**src/rtl/data_mem_arbiter.sv**
```systemverilog
// rtl/data_mem_arbiter.sv - round-robin req/ack sequencer for a single-port async-read data memory
// Define ARB_LOCK_EN to add lock0/lock1 ownership for atomic read-modify-write sequences.
module data_mem_arbiter #(
  parameter int AW = 8,
  parameter int DW = 8
) (
  input  logic          clk,
  input  logic          reset,
  input  logic          req0,
  input  logic          we0,
  input  logic [AW-1:0] addr0,
  input  logic [DW-1:0] wdata0,
  output logic          ack0,
  input  logic          req1,
  input  logic          we1,
  input  logic [AW-1:0] addr1,
  input  logic [DW-1:0] wdata1,
  output logic          ack1,
`ifdef ARB_LOCK_EN
  input  logic          lock0,
  input  logic          lock1,
`endif
  output logic [DW-1:0] rdata,
  output logic          busy,
  output logic [AW-1:0] mem_address,
  output logic [DW-1:0] mem_data_in,
  output logic          mem_w,
  input  logic [DW-1:0] mem_data_out
);

  typedef enum logic [1:0] {IDLE, ACCESS, DONE} state_t;

  state_t          state, state_next;
  logic            start;
  logic            sel;
  logic            grant;
  logic            last_grant;
  logic            lat_we;
  logic [AW-1:0]   lat_addr;
  logic [DW-1:0]   lat_wdata;
`ifdef ARB_LOCK_EN
  logic            owner_valid;
  logic            owner;
`endif

  always_ff @(posedge clk) begin
    if (reset) state <= IDLE;
    else       state <= state_next;
  end

  always_comb begin
    state_next  = state;
    start       = 1'b0;
    sel         = 1'b0;
    busy        = (state != IDLE);
    ack0        = 1'b0;
    ack1        = 1'b0;
    mem_w       = 1'b0;
    mem_address = '0;
    mem_data_in = '0;
    case (state)
      IDLE: begin
`ifdef ARB_LOCK_EN
        if (owner_valid) begin
          // a lock owner excludes the other requester even on a tie
          sel   = owner;
          start = owner ? req1 : req0;
        end else
`endif
        begin
          sel   = (req0 && req1) ? ~last_grant : req1;
          start = req0 | req1;
        end
        if (start) state_next = ACCESS;
      end
      ACCESS: begin
        mem_w       = lat_we;
        mem_address = lat_addr;
        mem_data_in = lat_wdata;
        state_next  = DONE;
      end
      DONE: begin
        ack0       = ~grant;
        ack1       = grant;
        state_next = IDLE;
      end
      default: state_next = IDLE;
    endcase
  end

  always_ff @(posedge clk) begin
    if (reset) begin
      grant       <= 1'b0;
      last_grant  <= 1'b1;
      lat_we      <= 1'b0;
      lat_addr    <= '0;
      lat_wdata   <= '0;
      rdata       <= '0;
`ifdef ARB_LOCK_EN
      owner_valid <= 1'b0;
      owner       <= 1'b0;
`endif
    end else begin
      if (start) begin
        grant     <= sel;
        lat_we    <= sel ? we1    : we0;
        lat_addr  <= sel ? addr1  : addr0;
        lat_wdata <= sel ? wdata1 : wdata0;
`ifdef ARB_LOCK_EN
        owner_valid <= sel ? lock1 : lock0;
        owner       <= sel;
`endif
      end
      if (state == ACCESS) begin
        last_grant <= grant;
        if (!lat_we) rdata <= mem_data_out;
      end
    end
  end

endmodule
```
**config.mk**
```make
export PLATFORM = sky130hd
export DESIGN_NAME = data_mem_arbiter
export DESIGN_NICKNAME = d
export VERILOG_FILES = /design/src/rtl/data_mem_arbiter.sv
export SDC_FILE = /design/constraint.sdc
export NUM_CORES = 1
export LEC_CHECK = 0
export BUFFER_PORTS_ARGS = -buffer_cell sky130_fd_sc_hd__buf_2
export CORE_MARGIN = 2
export CORE_UTILIZATION = 30
export CTS_BUF_LIST = sky130_fd_sc_hd__clkbuf_8
export CTS_CLUSTER_DIAMETER = 150
export DETAILED_ROUTE_END_ITERATION = 12
export PLACE_DENSITY = 0.59
export SLEW_MARGIN = 10
export SYNTH_ARGS = -nofsm -noshare
export SYNTH_HDL_FRONTEND = slang
export SYNTH_SLANG_ARGS = --single-unit
```
**constraint.sdc**
```tcl
create_clock -name clk -period 3.3 [get_ports clk]
set_input_delay 0.165 -clock clk [delete_from_list [all_inputs] [get_ports clk]]
set_output_delay 0.165 -clock clk [all_outputs]
set_load 0.05 [all_outputs]
```
==> results.sh, run 1 <==
export IMPL_clock_path_buffers=2
export IMPL_ir_drop_mv=0.205
export IMPL_dr_total_vias=1356
export IMPL_dr_wl_met3_um=217
export IMPL_ioPinCount=74
export IMPL_yosysSeqAreaShare=0.401
export IMPL_grt_antenna_before_repair=0
export IMPL_ys_warn_count=0
export IMPL_rsz0062_at_grt="false"
export IMPL_setup_tns_ns=0
export IMPL_cts_tree="done"
export IMPL_start_util=0.308
export IMPL_drv_cap=0
export IMPL_area_delta_synth_final_pct=33.0
export IMPL_numCtsBuffers=5
export IMPL_fin_crit_sh=0.603
export IMPL_maxSlewHeadroom=0.568
export IMPL_crit_arrival_ns=1.83
export IMPL_wl_per_cell_um=13.3
export IMPL_final_cell_area_um2=1920
export IMPL_synth_cell_types=24
export IMPL_clk_pin_slew_ns=0.07
export IMPL_place_congestion=0.725
export IMPL_hold_buffers=0
export IMPL_drive_above_1_share=0.420
export IMPL_grt_first_pass_wirelength_mm=6.06
export IMPL_grt_max_degree=30
export IMPL_wl_met2_mm=1.75
export IMPL_p_leak_nw=0.906
export IMPL_die_w_um=73.4
export IMPL_via_per_inst=4.76
export IMPL_timing_final_max_slew_violations=0
export IMPL_critical_path_class="reg2out"
export IMPL_slowest_stage="nor2b_1"
export IMPL_fillers=500
export IMPL_die_area_um2=5390
export IMPL_fmax_ghz=0.502
export IMPL_syn_cell_area_um2=1450
export IMPL_final_common_cell="buf_2"
export IMPL_avgSynthCellArea_um2=8.98
export IMPL_diodes=0
export IMPL_firstDrtPassIters=4
export IMPL_grt_overflow=0
export IMPL_hp_class="in2reg"
export IMPL_finalHoldViolations=0
export IMPL_drt_iter0_markers=43
export IMPL_cts_repair_resized=0
export IMPL_critPathRequiredTime_ns=3.13
export IMPL_drcViolationCount=0
export IMPL_p_per_area_nw_per_um2=542
export IMPL_critPathLaunchType="register"
export IMPL_critPathBufInv=2
export IMPL_skew_ns=0.00938
export IMPL_numPortBuffers=73
export IMPL_most_common_layout_cells="buf_2, nand2_1, dfxtp_1"
export IMPL_post_cts_buffers=0
export IMPL_num_rows=25
export IMPL_coreArea_um2=4690
export IMPL_end_kind="output pin"
export IMPL_grt_pass1_vias=1278
export IMPL_tightest_slew_ns=0.648
export IMPL_syn_nets=207
export IMPL_placed_cell_area_um2=1800
export IMPL_grt_usage=0.149
export IMPL_cpLargestDelayFamily="simple AND/OR/NAND/NOR gates"
export IMPL_wl_mm=3.79
export IMPL_finalSetupViolations=0
export IMPL_slowest_delay_ns=0.47
export IMPL_cts_max_level=2
export IMPL_postRouteAntennaNets=0
export IMPL_min_period_ns=1.99
export IMPL_ys_seq_elements=29
export IMPL_clkLatencyLatePin_ns=0.29
export IMPL_crit_fanout=11
export IMPL_nNetsFinal=276
export IMPL_post_dp_hpwl_mm=2.63
export IMPL_path_cells="nor2b_1 > buf_4 > and2_1 > buf_2"
export IMPL_clock_sinks=29
export IMPL_dieHeight_um=73.4
export IMPL_syn_inst=161
export IMPL_cts_root_buffer="clkbuf_8"
export IMPL_outcome="complete, no violations"
export IMPL_wl_met1_mm=1.75
export IMPL_top_layer="met4"
## final timing paths
path                                             from  slack, ns  cells after the start                  endpoint
worst min register to register  rdata[1]$_SDFFE_PP0P_       0.48                      2     rdata[1]$_SDFFE_PP0P_
worst max-delay path            state[0]$_SDFFE_PP0P_       1.31                      4                     mem_w
worst max register to register  state[0]$_SDFFE_PP0P_       1.59                      4  lat_addr[1]$_SDFFE_PP0P_
worst min-delay path                  mem_data_out[0]       0.12                      3     rdata[0]$_SDFFE_PP0P_
## registers in the layout (all words and copies together), names as in the netlist
name / count
grant: 1
lat_wdata: 8
rdata: 8
lat_we: 1
last_grant: 1
lat_addr: 8
state: 2
## tightest hold or removal path, cell delays in order
cell and delay [ns]:
buf_2 0.08, mux2i_1 0.06, nor2_1 0.07
## power by group
group	switching, W	total (W)	internal, W
sequential	0.0000190	0.000404	0.000385
combinational	0.000165	0.000253	0.0000885
clock	0.000141	0.000386	0.000245
## layer usage
layer	GRT usage	vias up
li1	-	694
met1	0.187	613
met2	0.234	41
met3	0.0425	8
met4	0.0727	0
met5	0	-
## cells by family (layout without fill, tap and decap cells)
family | Yosys count | after routing | synth area share
simple gates | 71 | 71 | 0.240
compound gates | 39 | 39 | 0.238
flops | 29 | 29 | 0.401
mux | 8 | 8 | 0.0554
buf+inv | 14 | 84 | 0.0649
## layout make-up
| cell class | instances | area [µm²] | area share |
|---|---|---|---|
| multi-input cells | 118 | 772 | 0.401 |
| flip-flops and latches | 29 | 581 | 0.302 |
| repair buffers | 75 | 380 | 0.198 |
| clock buffers | 6 | 82.6 | 0.0429 |
| well taps | 54 | 67.6 | 0.0351 |
| clock inverters | 2 | 37.5 | 0.0195 |
| inverters | 1 | 3.75 | 0.00195 |
## per-stage QoR
step	util	std cells	setup WS, ns	hold WS, ns	power (W)
2_1_floorplan	-	161	1.56	0.312	0.000604
3_3_place_gp	0.385	277	1.61	0.404	0.000665
3_5_place_dp	0.385	277	1.58	0.412	0.000668
4_1_cts	0.410	285	1.25	0.114	0.00106
5_1_grt	0.410	285	1.07	0.116	0.00110
6_report	0.410	285	1.31	0.123	0.00104
## synthesized netlist by cell type
master    count  area share
a21oi_1      18       0.062
clkbuf_2      1      0.0035
dfxtp_1      29        0.40
nor3b_1       2       0.010
and3b_1       1      0.0061
a21boi_4      1       0.013
nor3_1        1      0.0035
buf_6         3       0.023
nor2_4        2       0.016
a211o_1       1      0.0061
a311oi_2     10        0.10
a311oi_1      7       0.042
o21ai_0       1      0.0035
nor2b_1       3       0.013
buf_2         2      0.0069
inv_2         1      0.0026
or2_1         1      0.0043
a21bo_1       1      0.0069
clkbuf_1      3      0.0078
nand2_1      35       0.091
and2_1       17       0.074
buf_4         4       0.021
nor2_1        9       0.023
mux2i_1       8       0.055
(Power assumes the default switching activity.)
==> inputs of run 2 (changes only) <==
==> constraint.sdc (replaced) <==
create_clock -name clk -period 2 [get_ports clk]
set_input_delay 0.1 -clock clk [delete_from_list [all_inputs] [get_ports clk]]
set_output_delay 0.1 -clock clk [all_outputs]
set_load 0.05 [all_outputs]
==> run 2 against run 1 <==
- power rose by 64%
- clock-buffer cell count stayed put
- clock power rose by 61%
- critical endpoint is now mem_address[2]
- cell count rose by 0.70%
- hold slack lost 0.070 ns
- via count grew 1.8%
==> results.sh, run 2 (synthesized netlist as in run 1, its figures left out) <==
export IMPL_nNetsFinal=278
export IMPL_critPathLaunchType="register"
export IMPL_crit_arrival_ns=1.51
export IMPL_ir_drop_mv=0.343
export IMPL_hp_class="in2reg"
export IMPL_cts_repair_resized=0
export IMPL_skew_ns=0.00719
export IMPL_grt_antenna_before_repair=0
export IMPL_finalHoldViolations=0
export IMPL_start_util=0.308
export IMPL_critPathBufInv=2
export IMPL_fin_crit_sh=0.805
export IMPL_critPathRequiredTime_ns=1.90
export IMPL_postRouteAntennaNets=0
export IMPL_outcome="complete, no violations"
export IMPL_grt_pass1_vias=1272
export IMPL_clk_pin_slew_ns=0.07
export IMPL_seq_area_um2=581
export IMPL_drt_iter0_markers=57
export IMPL_most_common_layout_cells="buf_2, nand2_1, dfxtp_1"
export IMPL_post_cts_buffers=0
export IMPL_hold_buffers=0
export IMPL_place_congestion=0.746
export IMPL_cts_max_level=2
export IMPL_multi_input_area_um2=772
export IMPL_slowest_delay_ns=0.41
export IMPL_cpLargestDelayFamily="buffers and inverters"
export IMPL_numPortBuffers=73
export IMPL_p_per_area_nw_per_um2=885
export IMPL_clkLatencyLatePin_ns=0.28
export IMPL_firstDrtPassIters=4
export IMPL_ioPinCount=74
export IMPL_cts_tree="done"
export IMPL_wl_mm=3.75
export IMPL_grt_max_degree=30
export IMPL_min_period_ns=1.61
export IMPL_dr_total_vias=1381
export IMPL_coreArea_um2=4690
export IMPL_cp_startpoint="state[0]$_SDFFE_PP0P_"
export IMPL_postLayoutCoreUtil=0.413
export IMPL_end_kind="output pin"
export IMPL_grt_first_pass_wirelength_mm=5.76
export IMPL_maxSlewHeadroom=0.571
export IMPL_clock_path_buffers=2
export IMPL_clock_sinks=29
export IMPL_finalSetupViolations=0
export IMPL_grt_overflow=0
export IMPL_post_dp_hpwl_mm=2.60
export IMPL_critical_path_class="reg2out"
export IMPL_numCtsBuffers=5
export IMPL_rsz0062_at_grt="false"
export IMPL_tightest_slew_ns=0.644
export IMPL_slowest_stage="dfxtp_1"
export IMPL_via_per_inst=4.81
export IMPL_setup_tns_ns=0
export IMPL_worstHoldStart="mem_data_out[6]"
export IMPL_reg2reg_from="state[0]$_SDFFE_PP0P_"
export IMPL_fillers=500
export IMPL_p_leak_nw=0.921
export IMPL_grt_usage=0.140
export IMPL_area_delta_synth_final_pct=33.8
export IMPL_top_regs="lat_addr x8, lat_wdata x8, rdata x8"
export IMPL_cts_root_buffer="clkbuf_8"
export IMPL_drcViolationCount=0
export IMPL_final_common_cell="buf_2"
export IMPL_crit_fanout=10
export IMPL_fmax_ghz=0.621
export IMPL_diodes=0
export IMPL_drive_above_1_share=0.421
export IMPL_dieHeight_um=73.4
export IMPL_path_cells="nor2b_1 > buf_4 > and2_1 > buf_2"
export IMPL_wl_per_cell_um=13.1
export IMPL_timing_final_max_slew_violations=0
export IMPL_die_w_um=73.4
export IMPL_num_rows=25
export IMPL_die_area_um2=5390
export IMPL_drv_cap=0
-- run 2: changes by cell type in the layout (fill, tap and decap cells not counted) --
cell and change:
clkinvlp_4 -1, buf_4 +2, inv_1 +1
-- run 2: power breakdown --
group	total [W]	internal, W	switching (W)
registers	0.000667	0.000636	0.0000310
clock network	0.000621	0.000400	0.000221
logic	0.000424	0.000151	0.000273
-- run 2: final timing paths --
kind | slack (ns) | to | cells past startpoint
max | 0.39 | mem_address[2] | 4
min | 0.05 | rdata[6]$_SDFFE_PP0P_ | 3
max reg2reg | 0.65 | lat_addr[0]$_SDFFE_PP0P_ | 4
min reg2reg | 0.49 | rdata[6]$_SDFFE_PP0P_ | 2
-- run 2: metal layers --
layer | GRT usage | vias to the layer above | part of all wire
li1 | - | 701 | -
met1 | 0.168 | 632 | 0.44
met2 | 0.234 | 44 | 0.50
met3 | 0.0466 | 4 | 0.058
met4 | 0.0485 | 0 | 0.0061
met5 | 0 | - | 0
-- run 2: final cells by class --
class                           instances  share of cell area
Multi-Input combinational cell        118               0.399
Sequential cell                        29               0.300
Timing Repair Buffer                   77               0.204
Clock buffer                            6              0.0427
Tap cell                               54              0.0349
Clock inverter                          2              0.0175
Inverter                                1             0.00194
-- run 2: worst reg2reg max path: cells and delay by family, from the launching register on --
kind	cells	cell delay (ns)
flip-flops	1	0.35
buffers and inverters	1	0.07
AO/OA/AOI/OAI	1	0.19
AND/OR/NAND/NOR	2	0.60
-- run 2: per-stage QoR --
stage	cell area [µm²]	hold WS, ns	setup WS [ns]	std cells	power (W)
after floorplan	1450	0.247	0.322	161	0.000997
after global placement	1820	0.340	0.671	279	0.00110
after detailed placement	1820	0.346	0.634	279	0.00111
after CTS	1940	0.0521	0.378	287	0.00174
after global routing	1940	0.0516	0.269	287	0.00180
final	1940	0.0527	0.391	287	0.00171
